`src/rtl/vpipe_stall_ctrl.sv`:
```
// Pipeline sequencing controller: RAW hazard stall, multi-beat vector memory
// sequencing in MEM, and a saturating stall-cycle counter.
module vpipe_stall_ctrl #(
    parameter int unsigned V     = 20,
    parameter int unsigned L     = 8,
    parameter int unsigned LANES = 4,
    parameter int unsigned CNT_W = 32,
    localparam int unsigned BEATS  = (V + LANES - 1) / LANES,
    localparam int unsigned BEAT_W = (BEATS > 1) ? $clog2(BEATS) : 1
) (
    input  logic              CLK,
    input  logic              RST,
    input  logic [4:0]        ID_A1_i,
    input  logic [4:0]        ID_A2_i,
    input  logic              ID_Use1_i,
    input  logic              ID_Use2_i,
    input  logic              ID_SrcVec_i,
    input  logic [4:0]        EX_A3_i,
    input  logic              EX_WE_i,
    input  logic              EX_DstVec_i,
    input  logic [4:0]        MEM_A3_i,
    input  logic              MEM_WE_i,
    input  logic              MEM_DstVec_i,
    input  logic              MEM_VMem_i,
    input  logic              VMem_Ack_i,
    output logic              PC_En_o,
    output logic              IF_ID_En_o,
    output logic              ID_EX_En_o,
    output logic              ID_EX_Flush_o,
    output logic              EX_MEM_En_o,
    output logic              MEM_WB_En_o,
    output logic              VMem_Req_o,
    output logic [BEAT_W-1:0] VMem_Beat_o,
    output logic              Busy_o,
    output logic [CNT_W-1:0]  Stall_Cnt_o
);

    if (V < 1 || L < 1 || LANES < 1 || CNT_W < 1) begin : g_param_check
        $error("vpipe_stall_ctrl: V, L, LANES and CNT_W must all be non-zero");
    end

    typedef enum logic [1:0] {
        S_IDLE,
        S_BUSY,
        S_DONE
    } state_t;

    state_t            state_q, state_d;
    logic [BEAT_W-1:0] beat_q, beat_d;
    logic [CNT_W-1:0]  cnt_q;
    logic              haz;
    logic              mem_stall;
    logic              last_beat;

    // Scalar r0 is hard-wired zero, so it can never carry a RAW dependence.
    function automatic logic src_match(
        input logic [4:0] a,
        input logic       src_vec,
        input logic [4:0] ex_a3,
        input logic       ex_we,
        input logic       ex_vec,
        input logic [4:0] mem_a3,
        input logic       mem_we,
        input logic       mem_vec
    );
        logic m;
        m = (ex_we  && ex_a3  == a && ex_vec  == src_vec)
         || (mem_we && mem_a3 == a && mem_vec == src_vec);
        return m && !(!src_vec && a == 5'd0);
    endfunction

    always_comb begin
        haz = (ID_Use1_i && src_match(ID_A1_i, ID_SrcVec_i, EX_A3_i, EX_WE_i, EX_DstVec_i,
                                      MEM_A3_i, MEM_WE_i, MEM_DstVec_i))
           || (ID_Use2_i && src_match(ID_A2_i, ID_SrcVec_i, EX_A3_i, EX_WE_i, EX_DstVec_i,
                                      MEM_A3_i, MEM_WE_i, MEM_DstVec_i));
    end

    assign last_beat = (beat_q == BEAT_W'(BEATS - 1));
    assign mem_stall = (state_q == S_IDLE && MEM_VMem_i) || (state_q == S_BUSY);

    always_ff @(posedge CLK) begin
        if (RST) begin
            state_q <= S_IDLE;
            beat_q  <= '0;
            cnt_q   <= '0;
        end else begin
            state_q <= state_d;
            beat_q  <= beat_d;
            if (!PC_En_o && cnt_q != '1)
                cnt_q <= cnt_q + CNT_W'(1);
        end
    end

    always_comb begin
        state_d = state_q;
        beat_d  = beat_q;
        case (state_q)
            S_IDLE: begin
                if (MEM_VMem_i) begin
                    state_d = S_BUSY;
                    beat_d  = '0;
                end
            end
            S_BUSY: begin
                if (VMem_Ack_i) begin
                    if (last_beat) begin
                        state_d = S_DONE;
                        beat_d  = '0;
                    end else begin
                        beat_d = beat_q + BEAT_W'(1);
                    end
                end
            end
            S_DONE:  state_d = S_IDLE;
            default: begin
                state_d = S_IDLE;
                beat_d  = '0;
            end
        endcase
    end

    always_comb begin
        PC_En_o       = 1'b1;
        IF_ID_En_o    = 1'b1;
        ID_EX_En_o    = 1'b1;
        ID_EX_Flush_o = 1'b0;
        EX_MEM_En_o   = 1'b1;
        MEM_WB_En_o   = 1'b1;
        VMem_Req_o    = 1'b0;
        VMem_Beat_o   = '0;
        Busy_o        = 1'b0;
        if (!RST) begin
            Busy_o = (state_q != S_IDLE);
            if (state_q == S_BUSY) begin
                VMem_Req_o  = 1'b1;
                VMem_Beat_o = beat_q;
            end
            // The memory stall freezes the whole pipe and takes precedence over a decode bubble.
            if (mem_stall) begin
                PC_En_o     = 1'b0;
                IF_ID_En_o  = 1'b0;
                ID_EX_En_o  = 1'b0;
                EX_MEM_En_o = 1'b0;
                MEM_WB_En_o = 1'b0;
            end else if (haz) begin
                PC_En_o       = 1'b0;
                IF_ID_En_o    = 1'b0;
                ID_EX_Flush_o = 1'b1;
            end
        end
    end

    assign Stall_Cnt_o = cnt_q;

endmodule

```
`config.mk`:
```
export PLATFORM = sky130hd
export DESIGN_NAME = vpipe_stall_ctrl
export DESIGN_NICKNAME = d
export VERILOG_FILES = /design/src/rtl/vpipe_stall_ctrl.sv
export SDC_FILE = /design/constraint.sdc
export NUM_CORES = 1
export LEC_CHECK = 0
export ABC_AREA = 1
export BUFFER_PORTS_ARGS = -buffer_cell sky130_fd_sc_hd__buf_2
export CORE_MARGIN = 8
export CORE_UTILIZATION = 40
export CTS_CLUSTER_DIAMETER = 200
export DETAILED_ROUTE_END_ITERATION = 10
export PLACE_DENSITY = 0.74
export SYNTH_ARGS = -nofsm -noshare
export SYNTH_HDL_FRONTEND = slang
export SYNTH_SLANG_ARGS = --single-unit
```
`constraint.sdc`:
```
create_clock -name CLK -period 1.9 [get_ports CLK]
set_input_delay 0.38 -clock CLK [delete_from_list [all_inputs] [get_ports CLK]]
set_output_delay 0.38 -clock CLK [all_outputs]
set_load 0.02 [all_outputs]
```
==> results of run 1 <==
==> routing by layer <==
layer / up-vias / part of all wire
met5: - / 0
met4: 0 / 0.021
met3: 15 / 0.057
met2: 73 / 0.49
met1: 1507 / 0.43
li1: 1782 / -
==> layout by cell type (no fill, tap or decap), types with 2 or more instances in the layout <==
cell	n
nor3_1	6
nor2_4	4
nor2_1	91
buf_6	8
nand2_2	18
dfxtp_1	34
nor2_2	11
inv_2	19
o21ai_1	2
inv_4	2
nand2_4	4
nand3_1	31
buf_2	59
clkbuf_8	7
buf_4	17
inv_1	88
nor3_2	2
xor2_1	3
ha_1	2
nand3_2	22
dfxtp_2	3
nand2_1	156
o21ai_0	6
nand4_1	9
nor4_1	2
==> stage by stage <==
stage               power (µW)  hold slack (ns)
floorplan                 1110            0.449
global placement          1210            0.498
detailed placement        1210            0.498
CTS                       1830            0.321
global route              1960            0.332
finish                    1860            0.335
==> timing repair <==
item,CTS,global route
setup endpoints to repair,0,30
gates resized for setup,0,61
buffers inserted,0,7
hold buffers,0,0
==> cell usage after synthesis (2+ instances only) <==
cell type / n
ha_1: 3
buf_6: 3
nor2_4: 3
nand2_4: 4
nand3_1: 32
nand2_1: 167
inv_1: 100
nor4_1: 2
nor3_2: 2
buf_4: 3
dfxtp_1: 37
nand4_1: 9
nor2_1: 97
nor3_1: 6
inv_2: 9
nor2_2: 6
nand3_2: 21
buf_2: 7
xor2_1: 3
nand2_2: 7
o21ai_0: 8
==> layout make-up <==
| type | count | area [µm²] |
|---|---|---|
| Fill cell | 773 | 3780 |
| Sequential cell | 37 | 744 |
| Tap cell | 102 | 128 |
| Clock inverter | 1 | 5.00 |
| Clock buffer | 7 | 96.3 |
| Inverter | 109 | 414 |
| Timing Repair Buffer | 86 | 548 |
| Multi-Input combinational cell | 382 | 1930 |
==> report_power, final <==
| group | switching, µW | leakage (µW) | internal, µW | total, µW |
|---|---|---|---|---|
| Combinational | 278 | 0.00167 | 162 | 439 |
| Clock | 288 | 0.0000542 | 328 | 616 |
| Sequential | 13.2 | 0.000300 | 792 | 806 |
==> flip-flops by register name, indices dropped and copies added, names as in the netlist <==
name / cells
beat_q: 3
state_q: 2
Stall_Cnt_o: 32
==> cells by family after synthesis <==
logic type               Yosys count
AO/OA/AOI/OAI                     15
XOR/XNOR                           3
adder cells (fa/ha/maj)            3
buffers and inverters            123
flip-flops                        37
AND/OR/NAND/NOR                  361
==> worst register-to-register path: cells and delay by family (launching register included) <==
family        cells  cell delay [ns]
buf+inv           1             0.19
simple gates     11             0.92
fa+ha+maj         1             0.18
flops             1             0.35
==> final timing paths <==
| check | start | endpoint | slack, ns | depth (start not counted) |
|---|---|---|---|---|
| worst max-delay path | state_q[0] | IF_ID_En_o | 0.06 | 7 |
| worst min-delay path | RST | Stall_Cnt_o[27] | 0.33 | 2 |
| worst max register to register | Stall_Cnt_o[0] | Stall_Cnt_o[26] | 0.12 | 13 |
| worst min register to register | beat_q[1] | beat_q[1] | 0.51 | 2 |
==> key figures, run 1 <==
Status
  • Outcome: completed

Clock network
  • H-tree levels: 2
  • Num CTS Buffers: 5
  • Skew-Pair Late Insertion Delay: 0.29 ns
  • CTS tree: built
  • Clk slew on worst S/H paths: 0.07 ns
  • CTS Sinks: 37
  • Root Driver: clkbuf_8
  • Clk buf depth: 2

Layout
  • Finished Layout Cells: 724
  • # diodes: 0
  • Area Overhead vs Synth: 23.6%
  • Share of layout cells above drive strength 1: 0.297
  • Total Nets Final: 655
  • Layout Utilization: 0.505
  • Final Cell Area: 0.00386 mm²

Power and ir drop
  • P_leak: 0.00202 µW
  • Worst vdd ir: 0.305 mV
  • PwrDens: 482 mW/mm²

STA
  • F_max: 0.543 GHz
  • Final Hold Viols: 0
  • Measured slew at the worst slew-check pin: roughly 0.43 ns
  • Final Skew: 0.00942 ns
  • Unrepaired setup endpoints after global routing: true
  • Final Cycle Share: 0.968
  • Slew HR: 0.712
  • Setup ws final: 0.0600 ns
  • Post-route minimum period: approximately 1.8 ns
  • Final Max Slew Viols: 0
  • Setup violators final: 0
  • Final TNS setup: 0 ns

Setup path
  • Data required, critical path: 1.52 ns
  • Critical path arrival: 1.46 ns
  • Critical path endpoint category: output pin
  • Critical-path maximum fanout: 3
  • Critical Path Source Type: register
  • Crit path max-delay family: simple AND/OR/NAND/NOR gates
  • Crit-path max cell delay: ~0.33 ns
  • WS Path Type: reg2out
  • CP Cell Sequence: inv_1 > nor2_4 > inv_1 > nand2_2 > nand3b_4 > nand2_2 > buf_4
  • Buffers and inverters on the worst path: 3
  • Critical-path top delay cell: dfxtp_2

Floorplanning
  • Total die area: roughly 0.011 mm²
  • IO Pins: between 70 and 80
  • FP Rows: 32
  • Total core area: 0.00765 mm²
  • Initial Utilization: 0.409
  • Die W: 104 µm
  • Die H: ~100 µm

Global routing
  • Top Usage Layer GRT: met2
  • Met1 Track Usage GR: 0.165
  • Pin count of the biggest net entering global routing: 39
  • Routing usage on met2: 0.258
  • Grt total ovfl: 0
  • Met3 usage: 0.0366
  • First-pass GRT wire length: 13700 µm
  • Initial antenna violation count: 0
  • Number of global-route vias before repair: 3170
  • All-layer global routing usage: 0.146

Placement
  • Number of instances in the placed design: 709
  • Place WS: about 0.030 ns
  • GPL Wtd Cong: 0.878
  • Dpl hpwl: 6430 µm
  • Area of placed instances: between 0.003 and 0.004 mm²
  • PortBufs: 73

Drt
  • Initial DRC Count: roughly 160
  • Drt pass-1 iters: 4
  • Drt drc: 0
  • Routed wire per std cell: approximately 11 µm
  • Detailed Route WL: 8240 µm
  • Vias/cell: approximately 4.7
  • ANT nets after route: 0
  • Vias: 3377

Synthesis
  • Library cells used by synthesis: 34
  • Area fraction in compound gates after synthesis: 0.0288
  • Post-synthesis xor/xnor area fraction: 0.00841
  • Register area share after synthesis: 0.237
  • Synth Area per Inst: 5.76 µm²
  • Largest family of logic cells by synthesized area: simple AND/OR/NAND/NOR gates
  • Synth area leaders: dfxtp_1, nand2_1, inv_1
  • Number of enable flip-flop cells after synthesis: 0
  • Synth async-reset ratio: 0
  • Biggest area consumer among synthesized cells: dfxtp_1
  • Area share of the largest cell type after synthesis: 0.237
  • Ys flop type: dfxtp_1
  • Synth Instances: 542
  • Flop and latch count out of synthesis: 37
  • Post-Synth Simple-Gate Area: 0.549
  • Mux contribution to synthesized area: 0
  • Post-synthesis adder-cell area fraction: 0.0120
  • Ys Warns: 0
  • Mapped Nets: 576
  • Synthesized area: 0.00312 mm²

Min path
  • HP Class: in2reg

Flow run
  • Max Cap Violations: 0
Note: power is estimated with default switching activity, not from simulation.
==> inputs of run 2 (changes only) <==
==> constraint.sdc (replaced) <==
create_clock -name CLK -period 2.4 [get_ports CLK]
set_input_delay 0.48 -clock CLK [delete_from_list [all_inputs] [get_ports CLK]]
set_output_delay 0.48 -clock CLK [all_outputs]
set_load 0.02 [all_outputs]
==> run 2 against run 1 <==
Critical path depth is 6 higher. Design area is 5.3% lower. Clock power is 7.0% lower. Critical path type is now in2out. Largest power group unchanged.
==> key figures, run 2 (same netlist as run 1, synthesis figures left out) <==
Status
  • Outcome: completed

Global routing
  • First-pass GRT wire length: roughly 14000 µm
  • Initial antenna violation count: 0
  • Grt total ovfl: 0
  • All-layer global routing usage: 0.143
  • Number of global-route vias before repair: 3210
  • Pin count of the biggest net entering global routing: 39

STA
  • Measured slew at the worst slew-check pin: 0.523 ns
  • Final TNS setup: 0 ns
  • Final Cycle Share: 0.876
  • Setup violators final: 0
  • Final Max Slew Viols: 0
  • Slew HR: 0.648
  • Final Skew: around 0.014 ns
  • Post-route minimum period: 2.10 ns
  • Setup ws final: 0.298 ns
  • F_max: 0.476 GHz
  • Final Hold Viols: 0
  • Unrepaired setup endpoints after global routing: false

Clock network
  • Hold Buf Count CTS: 0
  • Skew-Pair Late Insertion Delay: 0.30 ns
  • Clk slew on worst S/H paths: 0.07 ns
  • Clk buf depth: 2
  • CTS Sinks: 37
  • Root Driver: clkbuf_8
  • CTS tree: built
  • H-tree levels: 2
  • Post-CTS Setup Bufs: 0
  • Cts repair resizes: 0
  • Num CTS Buffers: 5

Power and ir drop
  • Switching pwr: 449 µW
  • Part of the power in registers: 0.421
  • Clock power share: 0.379
  • Int Pwr: 1060 µW
  • PwrDens: 413 mW/mm²
  • Worst vdd ir: 0.234 mV
  • P_leak: 0.00196 µW
  • Logic pwr share: 0.199
  • Switching share of power: 0.297

Floorplanning
  • Initial Utilization: 0.409
  • Total core area: 0.00765 mm²
  • Total die area: between 0.01 and 0.015 mm²
  • FP Rows: 32
  • Die W: 104 µm
  • IO Pins: 74
  • Die H: 104 µm

Min path
  • HP Class: in2reg

Layout
  • Commonest non-fill, non-tap cell in the layout: nand2_1
  • Layout Utilization: 0.478
  • FF+latch area: between 700 and 800 µm²
  • Finished Layout Cells: ~720
  • Layout fillers: roughly 800
  • # diodes: 0
  • Total Nets Final: roughly 650
  • Most frequent cells in the layout: nand2_1, inv_1, nor2_1
  • Area of the multi-input gates: 0.00187 mm²
  • Share of layout cells above drive strength 1: 0.230
  • Area Overhead vs Synth: 17.1%
  • Largest register FFs: 32

Placement
  • Place WS: approximately 0.28 ns
  • GPL Wtd Cong: between 0.8 and 0.9
  • Dpl hpwl: 6350 µm
  • PortBufs: 73
  • Number of instances in the placed design: ~710

Flow run
  • Max Cap Violations: 0

Setup path
  • Data required, critical path: roughly 1.9 ns
  • Critical path endpoint category: output pin
  • Critical-path maximum fanout: 3
  • Critical Path Source Type: input port
  • WS Path Type: in2out
  • Critical path arrival: 1.62 ns

Drt
  • Drt pass-1 iters: 4
  • Drt drc: 0
  • Detailed Route WL: 7900 µm
  • Routed wire per std cell: 11.0 µm
  • Vias/cell: between 4 and 5
  • ANT nets after route: 0
  • Vias: 3322
  • Initial DRC Count: approximately 170
-- run 2: changes by cell type in the layout (fill, tap and decap cells not counted), moves of 6 or more --
| cell | delta |
|---|---|
| buf_4 | -13 |
| buf_6 | -8 |
| nor2_1 | +6 |
| nand2_1 | +11 |
| nand2_2 | -11 |
| buf_2 | +14 |
| inv_1 | +11 |
| inv_2 | -9 |
-- run 2: final timing paths --
kind	to	slack [ns]	cells after the start	start
hold / removal	Stall_Cnt_o[27]	0.44	2	RST
setup / recovery	ID_EX_Flush_o	0.30	13	ID_A2_i[4]
hold reg to reg	beat_q[1]	0.54	2	beat_q[1]
setup reg to reg	Stall_Cnt_o[23]	0.40	12	Stall_Cnt_o[1]
-- run 2: power groups by stage --
stage	Clock [µW]	Sequential [µW]	Combinational, µW
after global placement	0	650	300
after detailed placement	0	651	301
after global routing	608	638	339
after CTS	582	637	303
after floorplan	0	654	221
final	573	637	301
-- run 2: layout make-up --
class / instances / area share
well taps: 102 / 0.0349
clock inverters: 1 / 0.00821
flip-flops and latches: 37 / 0.203
inverters: 109 / 0.112
clock buffers: 7 / 0.0236
repair buffers: 77 / 0.108
multi-input cells: 382 / 0.511
-- run 2: per-stage QoR --
stage,hold slack (ns),area (µm²),total power (µW)
3_3_place_gp,0.497,3540,950
5_1_grt,0.439,3660,1590
6_report,0.437,3660,1510
3_5_place_dp,0.512,3540,953
4_1_cts,0.432,3660,1520
2_1_floorplan,0.475,3120,874
-- run 2: routing by layer --
| metal | vias to the layer above | routed length, µm | GRT usage |
|---|---|---|---|
| met5 | - | 0 | 0 |
| met4 | 0 | 95 | 0.0445 |
| met3 | 7 | 419 | 0.0285 |
| met2 | 83 | 3750 | 0.249 |
| met1 | 1470 | 3630 | 0.171 |
| li1 | 1762 | - | - |
-- run 2: critical path, stage by stage --
cell and delay [ns]:
buf_2 0.11, inv_1 0.10, nand2_1 0.06, nand2_1 0.05, nand2_1 0.07, nor2_1 0.09
nand2_1 0.06, nand2_1 0.07, nand2_2 0.07, nand2_1 0.07, nand2_1 0.07, nor2_1 0.13
buf_2 0.19
==> inputs of run 3 (changes only) <==
--- a/config.mk
+++ b/config.mk
@@ -7,6 +7,7 @@
 export LEC_CHECK = 0
 export ABC_AREA = 1
 export BUFFER_PORTS_ARGS = -buffer_cell sky130_fd_sc_hd__buf_2
+export CORE_ASPECT_RATIO = 0.9
 export CORE_MARGIN = 8
 export CORE_UTILIZATION = 40
 export CTS_CLUSTER_DIAMETER = 200
==> run 3 against run 2 <==
Sequential power about the same. Sequential share of layout area increased by 0.21 points. Final cell count decreased by 0.98%. Combinational power about the same. Count of clock-buffer cells in the layout unchanged. Global-route usage increased by 1.1 points. Critical endpoint unchanged. Largest cell class unchanged.
==> key figures, run 3 (same netlist as run 1, synthesis figures left out) <==
Power and ir drop
  • Clock power share: 0.326
  • PwrDens: 385 mW/mm²
  • Part of the power in registers: 0.456
  • Worst vdd ir: approximately 0.22 mV
  • Switching share of power: 0.318
  • P_leak: 0.00195 µW
  • Int Pwr: 952 µW
  • Total power: 1390 µW
  • Switching pwr: 443 µW
  • Logic pwr share: 0.218

Min path
  • HP Class: in2reg

Setup path
  • Critical Path Source Type: input port
  • Buffers and inverters on the worst path: 3
  • WS Path Type: in2out
  • Critical-path maximum fanout: 6
  • Critical path endpoint category: output pin
  • Critical path's most frequent cell: nand2_1
  • CP Cell Sequence: buf_2 > inv_2 > nand2_1 > nand2_1 > nand2_1 > nor2_1 > nand2_1 > nand2_1 > nand2_2 > nand2_1 > nand2_1 > nor2_1 > buf_2
  • Crit-path max cell delay: around 0.19 ns
  • Data required, critical path: 1.92 ns
  • Critical path arrival: roughly 1.7 ns
  • Crit path max-delay family: simple AND/OR/NAND/NOR gates
  • Critical-path top delay cell: buf_2

Drt
  • Initial DRC Count: about 200
  • Vias: 3315
  • Wire length on met1: 3770 µm
  • Routed wl met2: 3870 µm
  • Drt drc: 0
  • ANT nets after route: 0
  • Routed wire per std cell: 11.4 µm
  • Vias/cell: around 4.7
  • Drt pass-1 iters: 4
  • Met3 wire length: 347 µm
  • Detailed Route WL: around 8000 µm
  • Uppermost layer routed: met4

Clock network
  • CTS tree: built
  • Post-CTS Setup Bufs: 0
  • Root Driver: clkbuf_8
  • Skew-Pair Late Insertion Delay: 0.29 ns
  • Cts repair resizes: 0
  • Clk slew on worst S/H paths: 0.07 ns
  • Num CTS Buffers: 5
  • Hold Buf Count CTS: 0
  • CTS Sinks: 37
  • Clk buf depth: 2
  • H-tree levels: 2

Layout
  • Most frequent cells in the layout: nand2_1, inv_1, nor2_1
  • Total Nets Final: 646
  • Largest register FFs: 32
  • Finished Layout Cells: roughly 710
  • Layout Utilization: 0.480
  • # diodes: 0
  • Commonest non-fill, non-tap cell in the layout: nand2_1
  • Area Overhead vs Synth: 15.9%
  • Layout fillers: 787
  • Share of layout cells above drive strength 1: 0.229

STA
  • Measured slew at the worst slew-check pin: ~0.58 ns
  • Unrepaired setup endpoints after global routing: false
  • Slew HR: 0.612
  • Final Max Slew Viols: 0
  • Final TNS setup: 0 ns
  • Final Cycle Share: 0.897
  • F_max: 0.465 GHz
  • Post-route minimum period: around 2.2 ns
  • Final Hold Viols: 0
  • Setup violators final: 0
  • Final Skew: 0.00370 ns

Placement
  • GPL Wtd Cong: 1.02
  • Dpl hpwl: 6510 µm
  • PortBufs: 73
  • Number of instances in the placed design: 701

Flow run
  • Max Cap Violations: 0

Global routing
  • Number of global-route vias before repair: roughly 3200
  • Initial antenna violation count: 0
  • First-pass GRT wire length: 14000 µm
  • Pin count of the biggest net entering global routing: 39
  • Grt total ovfl: 0
  • All-layer global routing usage: 0.154

Floorplanning
  • Die W: 109 µm
  • Total die area: 0.0109 mm²
  • Die H: 99.8 µm
  • Initial Utilization: 0.414
  • Total core area: 0.00754 mm²
  • FP Rows: 30
  • IO Pins: 74

Status
  • Outcome: completed
-- run 3: path summary, 6_finish.rpt --
| kind | depth (start not counted) | from | slack, ns | endpoint |
|---|---|---|---|---|
| worst max-delay path | 13 | ID_SrcVec_i | 0.25 | ID_EX_Flush_o |
| worst min-delay path | 2 | RST | 0.44 | Stall_Cnt_o[27] |
| worst min register to register | 2 | beat_q[1] | 0.52 | beat_q[1] |
| worst max register to register | 12 | Stall_Cnt_o[1] | 0.42 | Stall_Cnt_o[23] |
-- run 3: power by group through the flow --
stage / Combinational, µW / Clock [µW] / Sequential (µW)
after CTS: 305 / 473 / 636
after global placement: 302 / 0 / 650
after detailed placement: 304 / 0 / 651
after global routing: 342 / 498 / 638
final: 304 / 455 / 636
after floorplan: 221 / 0 / 654
-- run 3: layout make-up --
class	instances	area, µm²	share of cell area
Clock buffer	7	86.3	0.0239
Inverter	109	409	0.113
Multi-Input combinational cell	382	1870	0.516
Sequential cell	37	741	0.205
Tap cell	96	120	0.0332
Timing Repair Buffer	77	395	0.109
-- run 3: metrics by stage --
stage	area [µm²]	hold slack (ns)	setup slack, ns
floorplan	3120	0.475	0.294
global placement	3530	0.497	0.251
detailed placement	3530	0.512	0.256
CTS	3620	0.428	0.254
global route	3620	0.436	0.104
finish	3620	0.440	0.248
-- run 3: layer usage --
metal,global-route usage,up-vias
met5,0,-
met4,0.0463,0
li1,-,1763
met3,0.0269,4
met2,0.264,70
met1,0.192,1478
